===== src/rtl/axis_pkg.sv =====
// Shared defaults for the AXI4-Stream FIFO and the helper that sizes one stored entry.
package axis_pkg;

    localparam int DEFAULT_TDATA_BYTES = 4;
    localparam int DEFAULT_TID_BITS    = 1;
    localparam int DEFAULT_TDEST_BITS  = 1;
    localparam int DEFAULT_TUSER_BITS  = 1;
    localparam int DEFAULT_DEPTH       = 16;

    // tdata (8 bits per byte) + tstrb + tkeep (1 bit per byte each) + tlast + sideband.
    function automatic int entry_width(input int tdata_bytes, input int tid_bits,
                                       input int tdest_bits, input int tuser_bits);
        return 10 * tdata_bytes + 1 + tid_bits + tdest_bits + tuser_bits;
    endfunction

endpackage


===== src/rtl/axis_if.sv =====
// AXI4-Stream bundle; the source drives everything except tready.
interface axis_if import axis_pkg::*; #(
    parameter int TDATA_BYTES = DEFAULT_TDATA_BYTES,
    parameter int TID_BITS    = DEFAULT_TID_BITS,
    parameter int TDEST_BITS  = DEFAULT_TDEST_BITS,
    parameter int TUSER_BITS  = DEFAULT_TUSER_BITS
) ();

    logic                     tvalid;
    logic                     tready;
    logic [8*TDATA_BYTES-1:0] tdata;
    logic [TDATA_BYTES-1:0]   tstrb;
    logic [TDATA_BYTES-1:0]   tkeep;
    logic                     tlast;
    logic [TID_BITS-1:0]      tid;
    logic [TDEST_BITS-1:0]    tdest;
    logic [TUSER_BITS-1:0]    tuser;

    modport master (output tvalid, tdata, tstrb, tkeep, tlast, tid, tdest, tuser, input tready);
    modport slave  (input  tvalid, tdata, tstrb, tkeep, tlast, tid, tdest, tuser, output tready);

endinterface


===== src/rtl/axis_fifo_mem.sv =====
// Simple dual-port storage for the stream FIFO: synchronous write, asynchronous read.
module axis_fifo_mem #(
    parameter int DEPTH = 16,
    parameter int WIDTH = 8
) (
    input  logic                     clk_i,
    input  logic                     we_i,
    input  logic [$clog2(DEPTH)-1:0] waddr_i,
    input  logic [WIDTH-1:0]         wdata_i,
    input  logic [$clog2(DEPTH)-1:0] raddr_i,
    output logic [WIDTH-1:0]         rdata_o
);

    logic [WIDTH-1:0] mem_q [DEPTH];

    // NOTE: the array has no reset on purpose; the pointers alone decide which entries are live.
    always_ff @(posedge clk_i) begin
        if (we_i) begin
            mem_q[waddr_i] <= wdata_i;
        end
    end

    assign rdata_o = mem_q[raddr_i];

endmodule


===== src/rtl/axis_fifo.sv =====
// Synchronous AXI4-Stream FIFO with optional store-and-forward release.
// Pointers carry one extra wrap bit so full, empty and occupancy fall out directly.
module axis_fifo import axis_pkg::*; #(
    parameter int TDATA_BYTES = DEFAULT_TDATA_BYTES,
    parameter int TID_BITS    = DEFAULT_TID_BITS,
    parameter int TDEST_BITS  = DEFAULT_TDEST_BITS,
    parameter int TUSER_BITS  = DEFAULT_TUSER_BITS,
    parameter int DEPTH       = DEFAULT_DEPTH,
    parameter bit PACKET_MODE = 1'b0
) (
    input  logic                   aclk,
    input  logic                   aresetn,
    axis_if.slave                  s_axis,
    axis_if.master                 m_axis,
    output logic [$clog2(DEPTH):0] occupancy,
    output logic [$clog2(DEPTH):0] pkt_count
);

    localparam int AW       = $clog2(DEPTH);
    localparam int DW       = 8 * TDATA_BYTES;
    localparam int EW       = entry_width(TDATA_BYTES, TID_BITS, TDEST_BITS, TUSER_BITS);
    localparam int LAST_IDX = DW + 2 * TDATA_BYTES;

    logic [AW:0]   wr_ptr_q, wr_ptr_d;
    logic [AW:0]   rd_ptr_q, rd_ptr_d;
    logic [AW:0]   pkt_q, pkt_d;
    logic          s_tready_q, s_tready_d;
    logic          release_q, release_d;
    logic          push, pop, push_last, pop_last;
    logic          full, empty, m_tvalid;
    logic [EW-1:0] wr_entry, rd_entry;

    assign wr_entry = {s_axis.tuser, s_axis.tdest, s_axis.tid, s_axis.tlast,
                       s_axis.tkeep, s_axis.tstrb, s_axis.tdata};
    assign {m_axis.tuser, m_axis.tdest, m_axis.tid, m_axis.tlast,
            m_axis.tkeep, m_axis.tstrb, m_axis.tdata} = rd_entry;

    assign empty = (wr_ptr_q == rd_ptr_q);
    assign full  = (wr_ptr_q[AW] != rd_ptr_q[AW]) && (wr_ptr_q[AW-1:0] == rd_ptr_q[AW-1:0]);

    // A full FIFO is released even without a stored tlast so an over-long packet
    // cannot deadlock; release_q keeps that packet draining once the first word leaves.
    assign m_tvalid = !empty && (!PACKET_MODE || (pkt_q != '0) || full || release_q);

    assign push      = s_axis.tvalid && s_tready_q;
    assign pop       = m_tvalid && m_axis.tready;
    assign push_last = push && s_axis.tlast;
    assign pop_last  = pop && rd_entry[LAST_IDX];

    always_comb begin
        // NOTE: every next-state signal gets a value before any branch, so no latch can form.
        wr_ptr_d   = wr_ptr_q + {{AW{1'b0}}, push};
        rd_ptr_d   = rd_ptr_q + {{AW{1'b0}}, pop};
        pkt_d      = pkt_q + {{AW{1'b0}}, push_last} - {{AW{1'b0}}, pop_last};
        s_tready_d = !((wr_ptr_d[AW] != rd_ptr_d[AW]) &&
                       (wr_ptr_d[AW-1:0] == rd_ptr_d[AW-1:0]));
        release_d  = release_q;
        if (full) begin
            release_d = 1'b1;
        end
        if (pop_last || (wr_ptr_d == rd_ptr_d)) begin
            release_d = 1'b0;
        end
    end

    // NOTE: state uses non-blocking assignments so every flop samples pre-edge values.
    always_ff @(posedge aclk or negedge aresetn) begin
        if (!aresetn) begin
            wr_ptr_q   <= '0;
            rd_ptr_q   <= '0;
            pkt_q      <= '0;
            s_tready_q <= 1'b0;
            release_q  <= 1'b0;
        end else begin
            wr_ptr_q   <= wr_ptr_d;
            rd_ptr_q   <= rd_ptr_d;
            pkt_q      <= pkt_d;
            s_tready_q <= s_tready_d;
            release_q  <= release_d;
        end
    end

    assign s_axis.tready = s_tready_q;
    assign m_axis.tvalid = m_tvalid;
    assign occupancy     = wr_ptr_q - rd_ptr_q;
    assign pkt_count     = pkt_q;

    axis_fifo_mem #(
        .DEPTH (DEPTH),
        .WIDTH (EW)
    ) u_mem (
        .clk_i   (aclk),
        .we_i    (push),
        .waddr_i (wr_ptr_q[AW-1:0]),
        .wdata_i (wr_entry),
        .raddr_i (rd_ptr_q[AW-1:0]),
        .rdata_o (rd_entry)
    );

endmodule


===== src/flat_wrapper.sv =====
// flat-port wrapper written by rule: the top's interface ports become plain ports
module axis_fifo_flat import axis_pkg::*;
#(
    parameter int TDATA_BYTES = DEFAULT_TDATA_BYTES,
    parameter int TID_BITS    = DEFAULT_TID_BITS,
    parameter int TDEST_BITS  = DEFAULT_TDEST_BITS,
    parameter int TUSER_BITS  = DEFAULT_TUSER_BITS,
    parameter int DEPTH       = DEFAULT_DEPTH,
    parameter bit PACKET_MODE = 1'b0
)
  (aclk, aresetn, occupancy, pkt_count, s_axis_tvalid, s_axis_tdata, s_axis_tstrb, s_axis_tkeep, s_axis_tlast, s_axis_tid, s_axis_tdest, s_axis_tuser, s_axis_tready, m_axis_tvalid, m_axis_tdata, m_axis_tstrb, m_axis_tkeep, m_axis_tlast, m_axis_tid, m_axis_tdest, m_axis_tuser, m_axis_tready);
  axis_if #(.TDATA_BYTES(TDATA_BYTES), .TID_BITS(TID_BITS), .TDEST_BITS(TDEST_BITS), .TUSER_BITS(TUSER_BITS)) s_axis_i ();
  axis_if #(.TDATA_BYTES(TDATA_BYTES), .TID_BITS(TID_BITS), .TDEST_BITS(TDEST_BITS), .TUSER_BITS(TUSER_BITS)) m_axis_i ();
  input  logic aclk;
  input  logic aresetn;
  output logic [$clog2(DEPTH):0] occupancy;
  output logic [$clog2(DEPTH):0] pkt_count;
  input wire logic [$bits(s_axis_i.tvalid)-1:0] s_axis_tvalid;
  input wire logic [$bits(s_axis_i.tdata)-1:0] s_axis_tdata;
  input wire logic [$bits(s_axis_i.tstrb)-1:0] s_axis_tstrb;
  input wire logic [$bits(s_axis_i.tkeep)-1:0] s_axis_tkeep;
  input wire logic [$bits(s_axis_i.tlast)-1:0] s_axis_tlast;
  input wire logic [$bits(s_axis_i.tid)-1:0] s_axis_tid;
  input wire logic [$bits(s_axis_i.tdest)-1:0] s_axis_tdest;
  input wire logic [$bits(s_axis_i.tuser)-1:0] s_axis_tuser;
  output wire logic [$bits(s_axis_i.tready)-1:0] s_axis_tready;
  output wire logic [$bits(m_axis_i.tvalid)-1:0] m_axis_tvalid;
  output wire logic [$bits(m_axis_i.tdata)-1:0] m_axis_tdata;
  output wire logic [$bits(m_axis_i.tstrb)-1:0] m_axis_tstrb;
  output wire logic [$bits(m_axis_i.tkeep)-1:0] m_axis_tkeep;
  output wire logic [$bits(m_axis_i.tlast)-1:0] m_axis_tlast;
  output wire logic [$bits(m_axis_i.tid)-1:0] m_axis_tid;
  output wire logic [$bits(m_axis_i.tdest)-1:0] m_axis_tdest;
  output wire logic [$bits(m_axis_i.tuser)-1:0] m_axis_tuser;
  input wire logic [$bits(m_axis_i.tready)-1:0] m_axis_tready;
  assign s_axis_i.tvalid = s_axis_tvalid;
  assign s_axis_i.tdata = s_axis_tdata;
  assign s_axis_i.tstrb = s_axis_tstrb;
  assign s_axis_i.tkeep = s_axis_tkeep;
  assign s_axis_i.tlast = s_axis_tlast;
  assign s_axis_i.tid = s_axis_tid;
  assign s_axis_i.tdest = s_axis_tdest;
  assign s_axis_i.tuser = s_axis_tuser;
  assign s_axis_tready = s_axis_i.tready;
  assign m_axis_tvalid = m_axis_i.tvalid;
  assign m_axis_tdata = m_axis_i.tdata;
  assign m_axis_tstrb = m_axis_i.tstrb;
  assign m_axis_tkeep = m_axis_i.tkeep;
  assign m_axis_tlast = m_axis_i.tlast;
  assign m_axis_tid = m_axis_i.tid;
  assign m_axis_tdest = m_axis_i.tdest;
  assign m_axis_tuser = m_axis_i.tuser;
  assign m_axis_i.tready = m_axis_tready;
  axis_fifo #(.TDATA_BYTES(TDATA_BYTES), .TID_BITS(TID_BITS), .TDEST_BITS(TDEST_BITS), .TUSER_BITS(TUSER_BITS), .DEPTH(DEPTH), .PACKET_MODE(PACKET_MODE)) u_core (.aclk(aclk), .aresetn(aresetn), .s_axis(s_axis_i), .m_axis(m_axis_i), .occupancy(occupancy), .pkt_count(pkt_count));
endmodule

===== config.mk =====
export PLATFORM = sky130hd
export DESIGN_NAME = axis_fifo_flat
export DESIGN_NICKNAME = d
export VERILOG_FILES = /design/src/rtl/axis_pkg.sv /design/src/rtl/axis_if.sv /design/src/rtl/axis_fifo_mem.sv /design/src/rtl/axis_fifo.sv /design/src/flat_wrapper.sv
export SDC_FILE = /design/constraint.sdc
export NUM_CORES = 1
export LEC_CHECK = 0
export CELL_PAD_IN_SITES_DETAIL_PLACEMENT = 1
export CELL_PAD_IN_SITES_GLOBAL_PLACEMENT = 1
export CORE_MARGIN = 4
export CORE_UTILIZATION = 36
export DETAILED_ROUTE_END_ITERATION = 7
export PLACE_DENSITY = 0.57
export REMOVE_ABC_BUFFERS = 1
export SLEW_MARGIN = 20
export SYNTH_ARGS = -nofsm -noshare
export SYNTH_HDL_FRONTEND = slang
export SYNTH_SLANG_ARGS = --single-unit

===== constraint.sdc =====
create_clock -name aclk -period 5.4 [get_ports aclk]
set_clock_uncertainty 0.2 [all_clocks]
set_input_delay 0.81 -clock aclk [delete_from_list [all_inputs] [get_ports aclk]]
set_output_delay 0.81 -clock aclk [all_outputs]
set_load 0.05 [all_outputs]

After elaboration in Yosys (flattened, before gate mapping)
Memory sizes are Yosys's and may differ from the RTL's.
Cells that the tools add are included.
{ "op_classes": {"n_addsub": 5, "n_eq_ne": 3, "n_mux": 2, "n_reduce_logical": 7} }
{ "op_table": {"columns": ["operator", "count"], "rows": [
  ["5-bit by 1-bit adder with 5-bit output", 3],
  ["5-bit == test", 1],
  ["1-bit logical AND", 5],
  ["5-bit by 1-bit subtractor with 5-bit output", 1],
  ["5-bit subtractor", 1],
  ["4-bit == test", 1],
  ["1-bit logical NOT", 2],
  ["1-bit 2-to-1 mux", 2],
  ["1-bit != test", 1]
]} }
{ "word_totals": {"reg_bits": 16, "ram_bits": 704, "mem_count": 1} }
{ "mem_list": {"columns": ["memory", "depth", "word_bits", "read_ports", "rd_clocked_by_memory_dff", "write_ports", "line", "source"], "rows": [
  ["u_core.u_mem.mem_q", 16, 44, 1, 0, 1, "axis_fifo_mem.sv:14", "logic [WIDTH-1:0] mem_q [DEPTH];"]
]} }

Longest topological paths before layout
{ "depth": {"word_depth": 7, "ltp_mapped": 16, "ltp_nobuf": 13} }

By module
A second synthesis with hierarchy kept.
{ "hier_totals": {"cells_unflattened": 1185, "area_unflattened_um2": 27338.7} }
{ "by_module_without_submodules": {"columns": ["module", "instances", "cells_per_inst", "area_per_inst_um2"], "rows": [
  ["axis_fifo_mem", 1, 1098, 26387.8],
  ["axis_fifo", 1, 87, 950.9]
]} }

Least setup slack after synthesis
No wires, ideal clock.
{ "synth_timing": {"kind": "input port to flip-flop", "startpoint": "in s_axis_tvalid", "endpoint": "mem u_core.u_mem.mem_q[0][0] (netlist bit) (enable)", "setup_time_ns": 0.500, "arrival_time_ns": 4.275, "path_slack_ns": 0.425, "cell_stages": 3, "n_path_buf": 0, "cell_sequence": "nand2_1 > or3_1 > nor3_1"} }
{ "synth_between": {"elab_chain_cells": 3} }
{ "synth_rtl": {"columns": ["element", "line", "source"], "rows": [
  ["start: declaration", "flat_wrapper.sv:18", "input wire logic [$bits(s_axis_i.tvalid)-1:0] s_axis_tvalid;"],
  ["1-bit logical AND", "axis_fifo.sv:45", "assign push = s_axis.tvalid && s_tready_q;"],
  ["1-bit 2-to-1 mux", "axis_fifo_mem.sv:18", "if (we_i) begin"],
  ["1-bit 2-to-1 mux (implied by the code)", "axis_fifo_mem.sv:19", "mem_q[waddr_i] <= wdata_i;"],
  ["end: declaration", "axis_fifo_mem.sv:14", null]
]} }
No other way between the ends.

Final worst setup path
{ "layout_timing": {"startpoint": "reg u_core.rd_ptr_q[1]", "endpoint": "out m_axis_tdata[20]"} }
{ "layout_between": {"elab_chain_cells": 1} }
{ "layout_rtl": {"columns": ["element", "line", "source"], "rows": [
  ["start: declaration", "axis_fifo.sv:25", "logic [AW:0] rd_ptr_q, rd_ptr_d;"],
  ["start signal: assignment", "axis_fifo.sv:76", "rd_ptr_q <= rd_ptr_d;"],
  ["memory read 16 x 44 bit", null, null],
  ["end: declaration", "flat_wrapper.sv:28", "output wire logic [$bits(m_axis_i.tdata)-1:0] m_axis_tdata;"]
]} }
No other way between the ends.

==> results.md <==
* Total power per unit cell area at 605 nW/um2
* Drt wl/cell at about 27 um
* Most frequent cells after synthesis: edfxtp_1 (704), mux2i_1 (175), mux4_2 (90), a221oi_1 (86), nand2_1 (50)
* Largest net degree at the start of global routing at 64
* Asr flop ratio synth at ~2.2%
* Routed wl met3 at 3510 um
* Area delta synth->final at 16.9%
* Wire length on met2 at between 30000 and 40000 um
* Metal1 wirelength at between 30000 and 40000 um
* Fmax at 0.210 GHz
* Clock transition at path regs at 0.05 ns
* Slew margin rel. at 26.1%
* Reg2reg path depth at 12
* MaxCap Viol Count at 0
* Outcome: complete, no violations
* Post-layout util at 42.8%
* Post-cts sizing count at 0
* Port-buffer cells at 103
* Sequential share of power at 35.9%
* Post CTS Setup Buffer Count at 0
* Clock Latency Late Sink at 0.60 ns
* Worst slew pin tran at 1.11 ns
* Crit path top cell by count: buf_4
* Fin. Hold Viols at 0
* Worst vdd ir at 0.000954 V
* Num Clock Sinks at 720
* Number of flops mapped to enable cells by yosys at between 700 and 800
* CP Max Fanout at 24
* Final Max Slew Viols at 0
* Yosys warns at 0
* Clk buf depth at 3
* Crit path capture type: primary output
* Register area share after synthesis at 76.9%
* CTS tree: built
* Clock share of power at 25.4%
* Final Cycle Share at 88.1%
* Seq cells post-synth at 720
* CP cell instances: buf_4 -> buf_4 -> mux4_2 -> a22oi_1 -> nand2_1 -> clkdlybuf4s50_1
* Setup crit start kind: flip-flop
* Area leader, netlist: edfxtp_1
* Stages on worst setup path at 6
* Gate Count Post-Synth at 1376
* Top cell family by delay on the critical path: buffers and inverters
* Via Count at 14030
* CTS buffer count at 78
* Switch Pwr at 7.34 mW
* Initial Util at 36.6%
* Pint at 12.4 mW
* Row count at 101
* Die ar. at 82300 um2
* Initial antenna violation count at 2
* # DRC at 0
* 1st-iter DRT viols at 1199
* Die Wd at roughly 290 um
* Ports at 104
* Syn_area_per_cell at 20.3 um2
* Hold path cells at 1
* Routed WL at 70800 um
* CP required at 4.39 ns
* Buf/Inv on CP at 3
* # nets final at approximately 1600
* Via/cell ratio at roughly 5.4
* Total power at 19.8 mW
* Distinct cells, synth at 33
* Leakage at 10.8 nW
* Max layer used: met5
* Fraction of layout cells with a size suffix above 1 at 16.3%
* Post-route ant nets at 0
* Worst EP arrival at 3.75 ns
* Comb pwr share at 38.7%
* RSZ-0062 raised after global routing: false
* Worst min-delay path class: flip-flop to flip-flop
* Routability cong. at 0.699
* CORE AREA at 76500 um2
* Total GRT Usage at 17.2%
* CP Class: flip-flop to primary output
* First-pass GRT wire length at 104000 um
* Grt ovf at 0
* Crit-path max cell delay at 0.74 ns
* CTS root buffer: clkbuf_16
* Synth top area cells: edfxtp_1 (76%), mux4_2 (7.2%), mux2i_1 (6.3%)
* Fin crit period at 4.76 ns
* Sw Ratio at between 30% and 40%
* Most numerous cell in the Yosys netlist: edfxtp_1
* Cell Area, Synth at 28000 um2
* DP Wirelength at 37000 um
* Top FF cell, synth: edfxtp_1
* CTS H-tree lvls at 3
* First-pass iteration count of the detailed router at 8
* Number of global-route vias before repair at between 15000 and 20000
* Top-area cell type share of the netlist area at 75.5%
* Slowest CP cell: clkdlybuf4s50_1
* Final number of setup-violating endpoints at 0
* Cts hold-fix bufs at 0
* Die height at roughly 290 um
## cells in the final DEF, fill, tap and decap left out, types with 11 or more instances in the layout
master,instances
a22oi_1,43
mux4_2,90
clkbuf_1,17
nand2_1,50
edfxtp_1,704
a221oi_1,86
clkdlybuf4s50_1,103
nor2_4,12
mux2i_1,175
ha_1,13
o21ai_0,32
inv_1,16
clkbuf_16,83
clkinv_1,16
o21ai_1,11
dfrtp_1,12
buf_4,35
## routing by layer
| metal | vias to the layer above | GRT usage (%) |
|---|---|---|
| li1 | 6031 | - |
| met1 | 7610 | 24.1 |
| met2 | 307 | 28.3 |
| met3 | 80 | 3.26 |
| met4 | 2 | 3.72 |
| met5 | - | 0 |
## cells by family after synthesis
group                      after synthesis  share of synthesized area [%]
DFF                                    720                           76.9
muxes                                  265                           13.5
AOI/OAI and AO/OA                      180                           4.79
buffers and inverters                   94                           2.23
and+or+nand+nor                         84                           1.26
xor gates and xnor gates                18                          0.563
adders and majority gates               15                          0.724
## power by group through the flow
stage / Combinational (mW) / Clock [mW] / Sequential (mW)
2_1_floorplan: 4.55 / 0 / 7.56
3_3_place_gp: 7.74 / 0 / 7.18
3_5_place_dp: 7.79 / 0 / 7.22
4_1_cts: 7.82 / 5.16 / 7.10
5_1_grt: 8.16 / 5.42 / 7.15
6_report: 7.66 / 5.02 / 7.10
## through the flow
stage	instances	cell area, um2	setup WS, ns	setup TNS, ns	hold WS [ns]
finish	2611	32700	0.641	0	0.342
global route	2610	32700	0.459	0	0.365
CTS	2610	32700	0.514	0	0.344
detailed placement	2475	30300	1.21	0	0.334
global placement	2475	30300	1.27	0	0.319
floorplan	1299	27400	-6.95	-355.96	0.301
## registers in the layout, indices dropped and copies added (netlist names)
register / cells
u_core.s_axis.tready: 1
u_core.pkt_count: 5
u_core.u_mem.mem_q: 704
u_core.wr_ptr_q: 5
u_core.rd_ptr_q: 5
## worst paths after layout
check / start / endpoint / slack [ns]
max: u_core.rd_ptr_q[1] / m_axis_tdata[20] / 0.64
max reg2reg: u_core.rd_ptr_q[2] / u_core.pkt_count[4] / 1.50
min: u_core.wr_ptr_q[4] / u_core.wr_ptr_q[4] / 0.34
min reg2reg: u_core.wr_ptr_q[4] / u_core.wr_ptr_q[4] / 0.34
max in group asynchronous: aresetn / u_core.rd_ptr_q[1] / 3.76
min in group asynchronous: aresetn / u_core.pkt_count[4] / 0.54
## area by class of cell
class / count / area [um2]
Tap cell: 1030 / 1290
Inverter: 17 / 63.8
Multi-Input combinational cell: 562 / 5950
Clock buffer: 101 / 2150
Sequential cell: 720 / 21600
Clock inverter: 34 / 258
Fill cell: 7154 / 43700
Antenna cell: 1 / 2.50
Timing Repair Buffer: 146 / 1450
Power figures use the tool's default switching activity.
